[src/rtl/led_pattern_ctrl.sv]
// LED bank sequencer: debounces two active-low keys and steps a registered pattern at a prescaled tick.
// Optional COUNT mode is compiled in with `define LED_PATTERN_COUNT_MODE_EN.
module led_pattern_ctrl #(
    parameter int LED_W           = 10,
    parameter int DEBOUNCE_CYCLES = 16,
    parameter int TICK_DIV        = 8
) (
    input  logic             clk,
    input  logic             rst_n,
    input  logic [1:0]       key,
    output logic [LED_W-1:0] led,
    output logic [2:0]       mode,
    output logic             run
);

    localparam int CNT_W  = $clog2(DEBOUNCE_CYCLES);
    localparam int TICK_W = $clog2(TICK_DIV);

    typedef enum logic [2:0] {
        MODE_IDLE    = 3'd0,
        MODE_SHIFT_L = 3'd1,
        MODE_SHIFT_R = 3'd2,
        MODE_BLINK   = 3'd3,
        MODE_COUNT   = 3'd4
    } mode_t;

    logic [1:0]        sync1_q, sync1_d;
    logic [1:0]        sync2_q, sync2_d;
    logic [CNT_W-1:0]  cnt_q [2];
    logic [CNT_W-1:0]  cnt_d [2];
    logic [1:0]        stable_q, stable_d;
    logic [1:0]        press_q, press_d;
    logic [TICK_W-1:0] tick_cnt_q, tick_cnt_d;
    logic [LED_W-1:0]  led_q, led_d;
    mode_t             mode_q, mode_d;
    logic              run_q, run_d;

    logic [1:0]        pressed;
    logic              tick;
    mode_t             next_mode;

    function automatic logic [LED_W-1:0] start_pattern(input mode_t m);
        logic [LED_W-1:0] p;
        p = '0;
        case (m)
            MODE_SHIFT_L: p = LED_W'(1);
            MODE_SHIFT_R: p = {1'b1, {(LED_W-1){1'b0}}};
            MODE_BLINK: begin
                for (int i = 0; i < LED_W; i++) begin
                    p[i] = ((i % 2) == 0);
                end
            end
            default: p = '0;
        endcase
        return p;
    endfunction

    // Synchronise, debounce and detect the released-to-pressed transition of each key.
    always_comb begin
        sync1_d = key;
        sync2_d = sync1_q;
        pressed = ~sync2_q;
        stable_d = stable_q;
        for (int i = 0; i < 2; i++) begin
            cnt_d[i] = '0;
            if (pressed[i] != stable_q[i]) begin
                if (cnt_q[i] == CNT_W'(DEBOUNCE_CYCLES - 1)) begin
                    stable_d[i] = pressed[i];
                end else begin
                    cnt_d[i] = cnt_q[i] + 1'b1;
                end
            end
        end
        press_d = stable_d & ~stable_q;
    end

    always_comb begin
        next_mode = MODE_IDLE;
        case (mode_q)
            MODE_IDLE:    next_mode = MODE_SHIFT_L;
            MODE_SHIFT_L: next_mode = MODE_SHIFT_R;
            MODE_SHIFT_R: next_mode = MODE_BLINK;
`ifdef LED_PATTERN_COUNT_MODE_EN
            MODE_BLINK:   next_mode = MODE_COUNT;
`else
            MODE_BLINK:   next_mode = MODE_IDLE;
`endif
            default:      next_mode = MODE_IDLE;
        endcase
    end

    // A mode change (key 0, alone or with key 1) reloads the start pattern and overrides any tick.
    always_comb begin
        mode_d     = mode_q;
        run_d      = run_q;
        led_d      = led_q;
        tick_cnt_d = tick_cnt_q;
        tick       = run_q && (tick_cnt_q == TICK_W'(TICK_DIV - 1));
        if (press_q[0]) begin
            mode_d     = press_q[1] ? MODE_IDLE : next_mode;
            run_d      = press_q[1] ? 1'b1 : run_q;
            led_d      = start_pattern(mode_d);
            tick_cnt_d = '0;
        end else begin
            if (run_q) begin
                tick_cnt_d = tick ? '0 : tick_cnt_q + 1'b1;
            end
            if (tick) begin
                case (mode_q)
                    MODE_SHIFT_L: led_d = {led_q[LED_W-2:0], led_q[LED_W-1]};
                    MODE_SHIFT_R: led_d = {led_q[0], led_q[LED_W-1:1]};
                    MODE_BLINK:   led_d = ~led_q;
`ifdef LED_PATTERN_COUNT_MODE_EN
                    MODE_COUNT:   led_d = led_q + 1'b1;
`endif
                    default:      led_d = led_q;
                endcase
            end
            if (press_q[1]) begin
                run_d = ~run_q;
            end
        end
    end

    always_ff @(posedge clk or negedge rst_n) begin
        if (!rst_n) begin
            sync1_q    <= 2'b11;
            sync2_q    <= 2'b11;
            cnt_q[0]   <= '0;
            cnt_q[1]   <= '0;
            stable_q   <= '0;
            press_q    <= '0;
            tick_cnt_q <= '0;
            led_q      <= '0;
            mode_q     <= MODE_IDLE;
            run_q      <= 1'b1;
        end else begin
            sync1_q    <= sync1_d;
            sync2_q    <= sync2_d;
            cnt_q[0]   <= cnt_d[0];
            cnt_q[1]   <= cnt_d[1];
            stable_q   <= stable_d;
            press_q    <= press_d;
            tick_cnt_q <= tick_cnt_d;
            led_q      <= led_d;
            mode_q     <= mode_d;
            run_q      <= run_d;
        end
    end

    assign led  = led_q;
    assign mode = mode_q;
    assign run  = run_q;

endmodule

[config.mk]
export PLATFORM = sky130hd
export DESIGN_NAME = led_pattern_ctrl
export DESIGN_NICKNAME = d
export VERILOG_FILES = /design/src/rtl/led_pattern_ctrl.sv
export SDC_FILE = /design/constraint.sdc
export NUM_CORES = 1
export LEC_CHECK = 0
export CORE_MARGIN = 1
export CORE_UTILIZATION = 40
export DETAILED_ROUTE_END_ITERATION = 8
export DONT_BUFFER_PORTS = 1
export GPL_ROUTABILITY_DRIVEN = 0
export HOLD_SLACK_MARGIN = 0.15
export PLACE_DENSITY = 0.6
export SLEW_MARGIN = 20
export SYNTH_ARGS = -nofsm -noshare
export SYNTH_HDL_FRONTEND = slang
export SYNTH_SLANG_ARGS = --single-unit
export TNS_END_PERCENT = 10
[constraint.sdc]
create_clock -name clk -period 4.2 [get_ports clk]
set_input_delay 0.84 -clock clk [delete_from_list [all_inputs] [get_ports clk]]
set_output_delay 0.84 -clock clk [all_outputs]
set_load 0.01 [all_outputs]
======== Word level (Yosys, flattened, before mapping) ========
Index checks and enable logic that the tools add are counted.
storage, ports and cells
  bits in registers ....................... 33
  word-level logic and storage cells ...... 55
  input bits .............................. 4
  output and inout bits ................... 14
cells by class
  equality and inequality tests ........... 11
  bitwise gates (word level) .............. 5
  add/subtract/negate cells ............... 3
  reductions and logical operators ........ 6
  multiplexer cells ....................... 20
operators with widths
  operator             number
  $pmux 10 s3          2
  $mux 10              2
  $mux 4               4
  $eq 3x2->1 const B   4
  $mux 3               4
  $not 10->10          1
  $add 4x1->4 const B  2
  $eq 4x4->1 const B   2
  $mux 1               7
  $eq 3x1->1 const B   2
  $pmux 2 s3           1
  $not 2->2            2
  $reduce_bool 2->1    2
  $reduce_bool 4->1    1
  $add 3x1->3 const B  1
  $eq 3x3->1 const B   1
  $logic_not 3->1      1
  $and 2x2->2          1
  $ne 1x1->1           2
  $reduce_and 2->1     1
  $logic_and 1x1->1    1
  $not 1->1            1

======== Longest topological paths before layout ========
Gate-level depths: netlist of run 1.
  depth after elaboration ................. 6
  gate-level depth with buffers ........... 6
  gate-level depth less buffers ........... 5

======== Worst setup path after synthesis of run 1 ========
OpenSTA, ideal clock, no wires.
  path kind ............................... reg-to-reg
  start point ............................. reg mode_q[0], in the netlist mode[0]
  end point ............................... reg led_q[0], in the netlist led[0]
  data required time ...................... 4.082 ns
  cell stages (with the launch flop) ...... 7
  setup slack ............................. 2.635 ns
  buffers on the path ..................... 1
  data arrival time ....................... 1.447 ns
  period minus slack after synthesis ...... 1.565 ns
  setup time .............................. 0.118 ns
  cell sequence ........................... dfrtp_1 > inv_1 > ha_1 > buf_2 > and2_1 > a221o_1 > a21o_1
between the ends
  word-level cells in the longest chain between the ends .. 6
  elaborated cells on any way between the ends .. 15
  those cells by class .................... 6 x eq/ne; 6 x mux; 3 x reduce/logical
ends and longest elaborated chain
  what                                             RTL line  RTL
  start, declared                                  35        mode_t mode_q, mode_d;
  start signal, assigned                           146       mode_q <= mode_d;
  $eq 3x2->1, or another cell as far along         79, 109
  $pmux 2 s3                                       79        case (mode_q)
  $mux 3                                           100       mode_d = press_q[1] ? MODE_IDLE : next_mode;
  $eq 3x2->1 / $eq 3x1->1 (equally long branches)  45        case (m)
  $pmux 10 s3                                      45
  $mux 10                                          99        if (press_q[0]) begin
  end signal, assigned                             145       led_q <= led_d;
  end, declared                                    34        logic [LED_W-1:0] led_q, led_d;
Parallel ways exist; a longest one is shown, timed or not. The select of a mux whose other input is x is not followed.
A chain may end at the register's enable or synchronous reset.

======== Worst setup path in the final report of run 1 ========
  start point ............................. reg mode_q[0], in the netlist mode[0]
  end point ............................... reg led_q[4], in the netlist led[4]
The elaborated chain is that of the path after synthesis.

==> results_dict.tcl, run 1 <==
set metrics [dict create \
    die-area_um2 4210 \
    yosysSeqAreaShare 0.510 \
    reg2reg_depth 5 \
    cp_num_cells 5 \
    yosysWarningCount 0 \
    rows 22 \
    tns_ns 0 \
    vias 1073 \
    holdWs_ns 0.249 \
    hold_viol 0 \
    ys_ff_latch 32 \
    initial_utilization 0.426 \
    ctsRootBufferMaster "clkbuf_8" \
    crit_required_ns 4.42 \
    hpwl_mm 1.88 \
    setup_viol 0 \
    rsz0062_at_grt "no" \
    post-route-min-period_ns 1.92 \
    final_util 0.452 \
    grt_pass1_vias 1088 \
    crit_slowest_cell "ha_1" \
    finalPower_mw 0.575 \
    wl_per_cell_um 14.2 \
    critPathLaunchType "flop" \
    synth_xor_area_frac 0.0221 \
    clockBufferDepth 2 \
    antenna_found_initial 0 \
    clk_latency_ns 0.28 \
    postSynthCellCount 146 \
    maxCapViolCount 0 \
    layout_commonest_cell "dfrtp_1" \
    dieHeight_um 64.9 \
    avgViaCountPerCell 5.50 \
    fin_crit_sh 0.457 \
    critPathKind "flop to flop" \
    synthAdderAreaFrac 0.0553 \
    netlist_top_cells_area "dfrtp_1, dfstp_2, ha_1, a221o_1, nand2b_1" \
    yosysTopAreaCell "dfrtp_1" \
    chipWidth_um 64.9 \
    end_kind "flop" \
    final_antenna_net_count 0 \
    post_synth.cell_area_avg_um2 10.8 \
    core_area_um2 3720 \
    cts_resized 0 \
    track_usage 0.154 \
    synthSimpleGateAreaFrac 0.176 \
    area_delta_synth_final_pct 6.01 \
    synth_cell_type_count 37 \
    syn_nets 157 \
    crit_chain "inv_1 > ha_1 > o21bai_1 > o22ai_1 > o22a_1" \
    max_freq_mhz 521 \
    synthMuxAreaShare 0.0126 \
    synth_area_um2 1580 \
    slowest_delay_ns 0.49 \
    grt_max_degree 33 \
    route.detailed.drc 0 \
    relSlewSlack 0.627 \
    cts-htree-levels 2 \
    cts_setup_buffers 0 \
    io_pins 18 \
    cts.hold.buffers_added 0 \
    grt_pass1_wl_mm 4.86 \
    path_buf_inv 1 \
    drt-pass1-iter-count 5 \
    layout-drive-gt1-share 0.0748 \
    maxSlewViolCount 0 \
    final_cell_mix "dfrtp_1, nor2_1, nand2b_1" \
    crit_family "compound AO/OA/AOI/OAI gates" \
    ir_drop_mv 0.242 \
    p_per_area_nw_per_um2 343 \
    synth_top_family_by_area "simple AND/OR/NAND/NOR gates" \
    cts_sinks 32 \
    globalRoute.totalOverflow 0 \
    p_leak_nw 0.753 \
    min_path_type "primary input to async pin" \
    cts_tree "built" \
    final_cells 195 \
    path_clk_slew_ns 0.07 \
    synth_compound_area_frac 0.170 \
    antenna_cells 0 \
    outcome "finished clean" \
    nets 157 \
    worst-endpoint-arrival_ns 2.14 \
    worst_pin_slew_ns 0.560 \
    dp.cells 187 \
    worstPathMaxFanout 17 \
    skew_ns 0.00482 \
    wl_mm 2.77 \
    first_iter_violations 80 \
    yosysTopAreaCellShare 0.427 \
    cts_inserted_buffers 5 \
    io_buffers 0 \
]
## final timing paths
check | start | to | slack, ns
worst min-delay path | rst_n | mode[0] | 0.25
worst max register to register | mode[0] | led[4] | 2.28
min in group clk | sync1_q[0] | sync2_q[0] | 0.36
worst min register to register | sync1_q[0] | sync2_q[0] | 0.36
max in group asynchronous | rst_n | sync1_q[0] | 3.77
worst max-delay path | mode[0] | led[4] | 2.28
## sequential cells by signal, indices dropped and copies added, names as in the netlist
name,count
sync2_q,2
led,10
run,1
cnt_q,8
press_q,2
tick_cnt_q,3
mode,2
sync1_q,2
stable_q,2
## Yosys cell counts (all sizes together)
cell,instances
and2,1
mux2i,2
o21ai,5
nor3b,2
buf,6
dfstp,5
xor2,2
o211a,1
conb,1
nand2,7
nor2,11
o22ai,2
nor3,3
a21o,1
dfrtp,27
a31oi,5
clkbuf,1
o211ai,1
or2b,1
o21bai,1
nand2b,8
nand3,2
o32ai,1
or3b,5
nor2b,5
a31o,1
a21oi,6
o22a,4
a221o,5
nand4b,2
nand3b,2
inv,7
xnor2,2
ha,7
a22o,4
## per-stage QoR
stage	cell area (µm²)	worst slack (ns)
2_1_floorplan	1580	2.63
3_3_place_gp	1590	2.39
3_5_place_dp	1590	2.34
4_1_cts	1680	2.30
5_1_grt	1680	2.14
6_report	1680	2.28
## power by group
part	total (mW)	internal (mW)	switching [mW]	leakage [nW]
Sequential	0.323	0.317	0.00615	0.425
Combinational	0.0123	0.00589	0.00638	0.283
Clock	0.240	0.133	0.106	0.0455
Total	0.575	0.456	0.119	0.753
## layer usage
layer  global-route usage  up-vias  wire length, µm
met5                    0        -                0
met4               0.0750        0               54
met3               0.0651        6              147
met2                0.260       27             1340
met1                0.163      521             1220
li1                     -      519                -
## cell families (layout without fill, tap and decap cells)
family,after synthesis,count (layout)
AND/OR/NAND/NOR,49,49
AO/OA/AOI/OAI,37,37
flip-flops,32,32
buffers and inverters,14,15
adder cells (fa/ha/maj),7,7
XOR/XNOR,4,4
multiplexers,2,2
other,1,1
## layout make-up
class / instances / area [µm²]
inverter: 7 / 26.3
tap: 48 / 60.1
fill: 353 / 2040
multi-input combinational: 100 / 694
sequential: 32 / 807
clock buffer: 8 / 90.1
## worst register-to-register path, cell delays in order, from the launching register on
cell and delay, ns:
dfrtp_1 0.43, inv_1 0.12, ha_1 0.50, o21bai_1 0.21
o22ai_1 0.39, o22a_1 0.22
(Power assumes the default switching activity.)
==> inputs of run 2 (changes only) <==
- clock period: 4.2 -> 1.9 ns (I/O delays scaled with it)
==> results_dict.tcl, run 2 (synthesis results as in run 1) <==
set metrics [dict create \
    wl_per_cell_um 13.7 \
    globalRoute.totalOverflow 0 \
    p_leak_nw 0.796 \
    clk_latency_ns 0.28 \
    worstSetupEndpoint "led[8]" \
    r2r_slack_ns 0.14 \
    dieHeight_um 64.9 \
    antenna_found_initial 0 \
    rr_startpoint "mode[0]" \
    setup_ws_ns 0.142 \
    fin_area_um2 1760 \
    io_buffers 0 \
    worst-endpoint-arrival_ns 1.97 \
    layout_commonest_cell "dfrtp_1" \
    track_usage 0.159 \
    post-place-ws_ns 0.136 \
    cts_setup_buffers 0 \
    critPathKind "flop to flop" \
    end_kind "flop" \
    fin_crit_sh 0.925 \
    initial_utilization 0.426 \
    io_pins 18 \
    max_freq_mhz 569 \
    hold_viol 0 \
    critPathLaunchType "flop" \
    wl_mm 2.80 \
    tns_ns 0 \
    core_area_um2 3720 \
    ctsRootBufferMaster "clkbuf_8" \
    clockBufferDepth 2 \
    vias 1109 \
    ir_drop_mv 0.488 \
    outcome "finished clean" \
    hpwl_mm 1.95 \
    grt_pass1_wl_mm 5.15 \
    path_clk_slew_ns 0.07 \
    final_antenna_net_count 0 \
    setup_viol 0 \
    maxSlewViolCount 0 \
    chipWidth_um 64.9 \
    maxCapViolCount 0 \
    worstPathMaxFanout 4 \
    final_util 0.473 \
    cts_tree "built" \
    layout-drive-gt1-share 0.115 \
    crit_start "mode[0]" \
    grt_max_degree 33 \
    area_delta_synth_final_pct 11.1 \
    drt-pass1-iter-count 4 \
    post-route-min-period_ns 1.76 \
    final_cell_mix "dfrtp_1, nor2_1, nand2b_1" \
    reg2reg_depth 5 \
    rows 22 \
    nets 166 \
    timing.rr.end "led[8]" \
    die-area_um2 4210 \
    min_path_type "flop to flop" \
    rsz0062_at_grt "no" \
    dpl_cell_area_um2 1630 \
    antenna_cells 0 \
    route.detailed.drc 0 \
    grt_pass1_vias 1165 \
    cts_inserted_buffers 5 \
    avgViaCountPerCell 5.44 \
    cts-htree-levels 2 \
    crit_required_ns 2.11 \
    nFillCells 355 \
    p_per_area_nw_per_um2 715 \
    largest_reg_flops 10 \
    cts_sinks 32 \
    first_iter_violations 63 \
    skew_ns 0.0111 \
]
run 2: cell count changes in the layout (fill, tap and decap cells not counted):
cell / delta
buf_12: +1
buf_4: +5
clkbuf_8: -1
clkinv_2: +1
dlygate4sd3_1: +3
ha_1: -1
ha_2: +1
run 2: worst min-delay path by stage:
stage                     startpoint         end  slack [ns]  depth (start not counted)
after CTS                 sync1_q[0]  sync2_q[0]        0.36                          0
final                     sync1_q[0]  sync2_q[0]        0.35                          0
after global routing      sync1_q[1]  sync2_q[1]        0.36                          0
after global placement         rst_n     mode[1]        0.09                          0
after detailed placement       rst_n     mode[1]        0.09                          0
after floorplan                rst_n    cnt_q[0]        0.08                          0
run 2: metal layers:
layer  routed length, µm  track usage  up-vias
li1                    -            -      540
met1                1270        0.187      544
met2                1380        0.263       23
met3                 129       0.0669        2
met4                  13       0.0417        0
met5                   0            0        -
run 2: what timing repair did:
item | CTS | global route
setup endpoints to repair | 0 | 4
hold endpoints to repair | 34 | 0
gates resized for setup | 0 | 1
hold buffers | 4 | 0
run 2: metrics by stage:
step                      hold WS [ns]  instances  power (mW)
after floorplan                 0.0844        146       0.749
after CTS                        0.356        204        1.28
after detailed placement        0.0851        192       0.754
after global placement          0.0852        192       0.751
after global routing             0.362        204        1.32
final                            0.355        204        1.26
run 2: final cells by class:
type / count / area [µm²] / share of cell area
Sequential cell: 32 / 807 / 0.459
Multi-Input combinational cell: 100 / 697 / 0.396
Timing Repair Buffer: 9 / 87.6 / 0.0498
Clock buffer: 7 / 76.3 / 0.0434
Tap cell: 48 / 60.1 / 0.0341
Inverter: 7 / 26.3 / 0.0149
Clock inverter: 1 / 5.00 / 0.00284
run 2: worst max-delay path, stage by stage, from the launching register on:
cell and delay, ns:
dfrtp_1 0.43, inv_1 0.11, ha_1 0.34, o211a_1 0.26, o22ai_1 0.34, o22a_1 0.20
run 2: power breakdown:
group	switching, mW	internal [mW]	leakage (nW)
combinational	0.0289	0.0217	0.329
sequential	0.0133	0.700	0.425
clock	0.237	0.257	0.0422
==> RTL change: new RTL, settings of run 1 <==
Register the input `key` before use, cleared by the reset. The logic sees it one clock later.
--- a/src/rtl/led_pattern_ctrl.sv
+++ b/src/rtl/led_pattern_ctrl.sv
@@ -25,2 +25,12 @@
     } mode_t;
+
+    logic [1:0] key_q;
+
+    always_ff @(posedge clk or negedge rst_n) begin
+        if (!rst_n) begin
+            key_q <= '0;
+        end else begin
+            key_q <= key;
+        end
+    end
 
@@ -59,3 +69,3 @@
     always_comb begin
-        sync1_d = key;
+        sync1_d = key_q;
         sync2_d = sync1_q;
Function: no difference found for any inputs over 10 cycles, from zero or initial values and one cycle with rst_n low; that may be too few to reach the edited logic, so the function may still have changed.
==> RTL change against run 1 <==
- count of clock-buffer cells in the layout shrank 1
- synthesized area rose by 6.0%
- worst setup slack worse by 0.72 ns
- routed wire length is 9.1% higher
- final cell count up 6.7%
- sequential cell count up 2
- first-iteration DRC count decreased by 18%
- synthesized cell count grew 8.2%
- critical path depth did not move
- total power increased by 4.5%
- sequential share of layout area decreased by 0.20 points
- utilization shrank 0.42 points
- design area grew 6.6%
- critical path type unchanged
==> RTL change: results (changes against run 1) <==
| Metric | Value |
|---|---|
| Share of layout cells above drive strength 1 | `0.1266 (+0.05175)` |
| Slowest stage delay, CP | `0.67 ns (+0.18 ns)` |
| Crit-path leading delay family | `adder cells` |
| First-pass GRT wire length | `5.154 mm (+6.1%)` |
| Run status | `finished, final reports clean` |
| Post-Synth Adder-Cell Area | `0.06711 (+0.01178)` |
| Sequential cell area fraction in the yosys report | `0.5108 (+0.0009314)` |
| GRT Total Usage | `0.1598 (+0.005965)` |
| Starting DRT DRC Count | `66 (-18%)` |
| Largest net degree at the start of global routing | `35 (+6.1%)` |
| Post-synthesis compound-gate area fraction | `0.1365 (-0.03350)` |
| VDD IR max | `0.2298 mV (-4.9%)` |
| DRT Pass-1 Iters | `4 (-1)` |
| CP Max Fanout | `24 (+7)` |
| Top cells by area, synth | `dfrtp_1, dfstp_2, ha_1` |
| Avg WL per Cell | `14.51 um (+2.3%)` |
| Grt met3 use | `0.07705 (+0.01191)` |
| Syn_nets | `171 (+8.9%)` |
| Met1 global-route usage | `0.1647 (+0.001916)` |
| Post-synthesis mux area share | `0.03579 (+0.02315)` |
| WP data arrival | `2.81 ns (+0.67 ns)` |
| Worst slew margin | `0.4872 (-0.1394)` |
| M2 GR Usage | `0.2753 (+0.01484)` |
| Synth Area in XOR/XNOR | `0.02088 (-0.001254)` |
| Top post-synthesis cells by count | `dfrtp_1, nand2_1, nor3_1` |
[RTL change: cell count changes after synthesis, sizes merged, moves of 3 or more]
cell and change:
clkbuf +4, nand2 +7, buf -3, a221o -5, nor2 -3, a311oi +7
nor2b -5, mux2 +4, a22o -4, nor3 +8
[RTL change: worst paths after layout]
check	start	end	slack [ns]	cells past startpoint
max	mode[0]	led[3]	1.56	5
min	rst_n	led[0]	0.24	0
max reg2reg	mode[0]	led[3]	1.56	5
min reg2reg	sync1_q[0]	sync2_q[0]	0.35	0
max in group asynchronous	rst_n	sync1_q[0]	3.77	0
min in group clk	sync1_q[0]	sync2_q[0]	0.35	0
[RTL change: area by class of cell]
| class | count | area [sq um] | share of cell area |
|---|---|---|---|
| Clock buffer | 7 | 86.33 | 0.04825 |
| Clock inverter | 1 | 5.005 | 0.002797 |
| Inverter | 7 | 26.28 | 0.01469 |
| Multi-Input combinational cell | 109 | 752.0 | 0.4203 |
| Sequential cell | 34 | 857.1 | 0.4790 |
| Tap cell | 50 | 62.56 | 0.03496 |
[RTL change: per-stage QoR]
| stage | util | hold WS, ns | cells | setup WS, ns |
|---|---|---|---|---|
| floorplan | - | 0.3330 | 158 | 2.309 |
| global placement | 0.4245 | 0.3387 | 200 | 1.673 |
| detailed placement | 0.4245 | 0.3433 | 200 | 1.548 |
| CTS | 0.4473 | 0.2365 | 208 | 1.537 |
| global route | 0.4473 | 0.2182 | 208 | 1.357 |
| finish | 0.4473 | 0.2450 | 208 | 1.561 |
[RTL change: routing by layer]
metal,part of all wire,wire length (um)
met4,0.0063,19
met3,0.057,173
met1,0.44,1318
met5,0,0
met2,0.50,1507
[RTL change: kinds of logic after synthesis]
group,Yosys count
muxes,4
DFF,34
and+or+nand+nor,58
adders and majority gates,9
buffers and inverters,15
xor gates and xnor gates,4
AOI/OAI and AO/OA,33
other,1
[RTL change: report_power, final]
group	switching, uW	total, uW	internal (uW)
Combinational	6.73	12.7	5.92
Sequential	6.64	344	337
Clock	112	245	132
Total	126	601	475
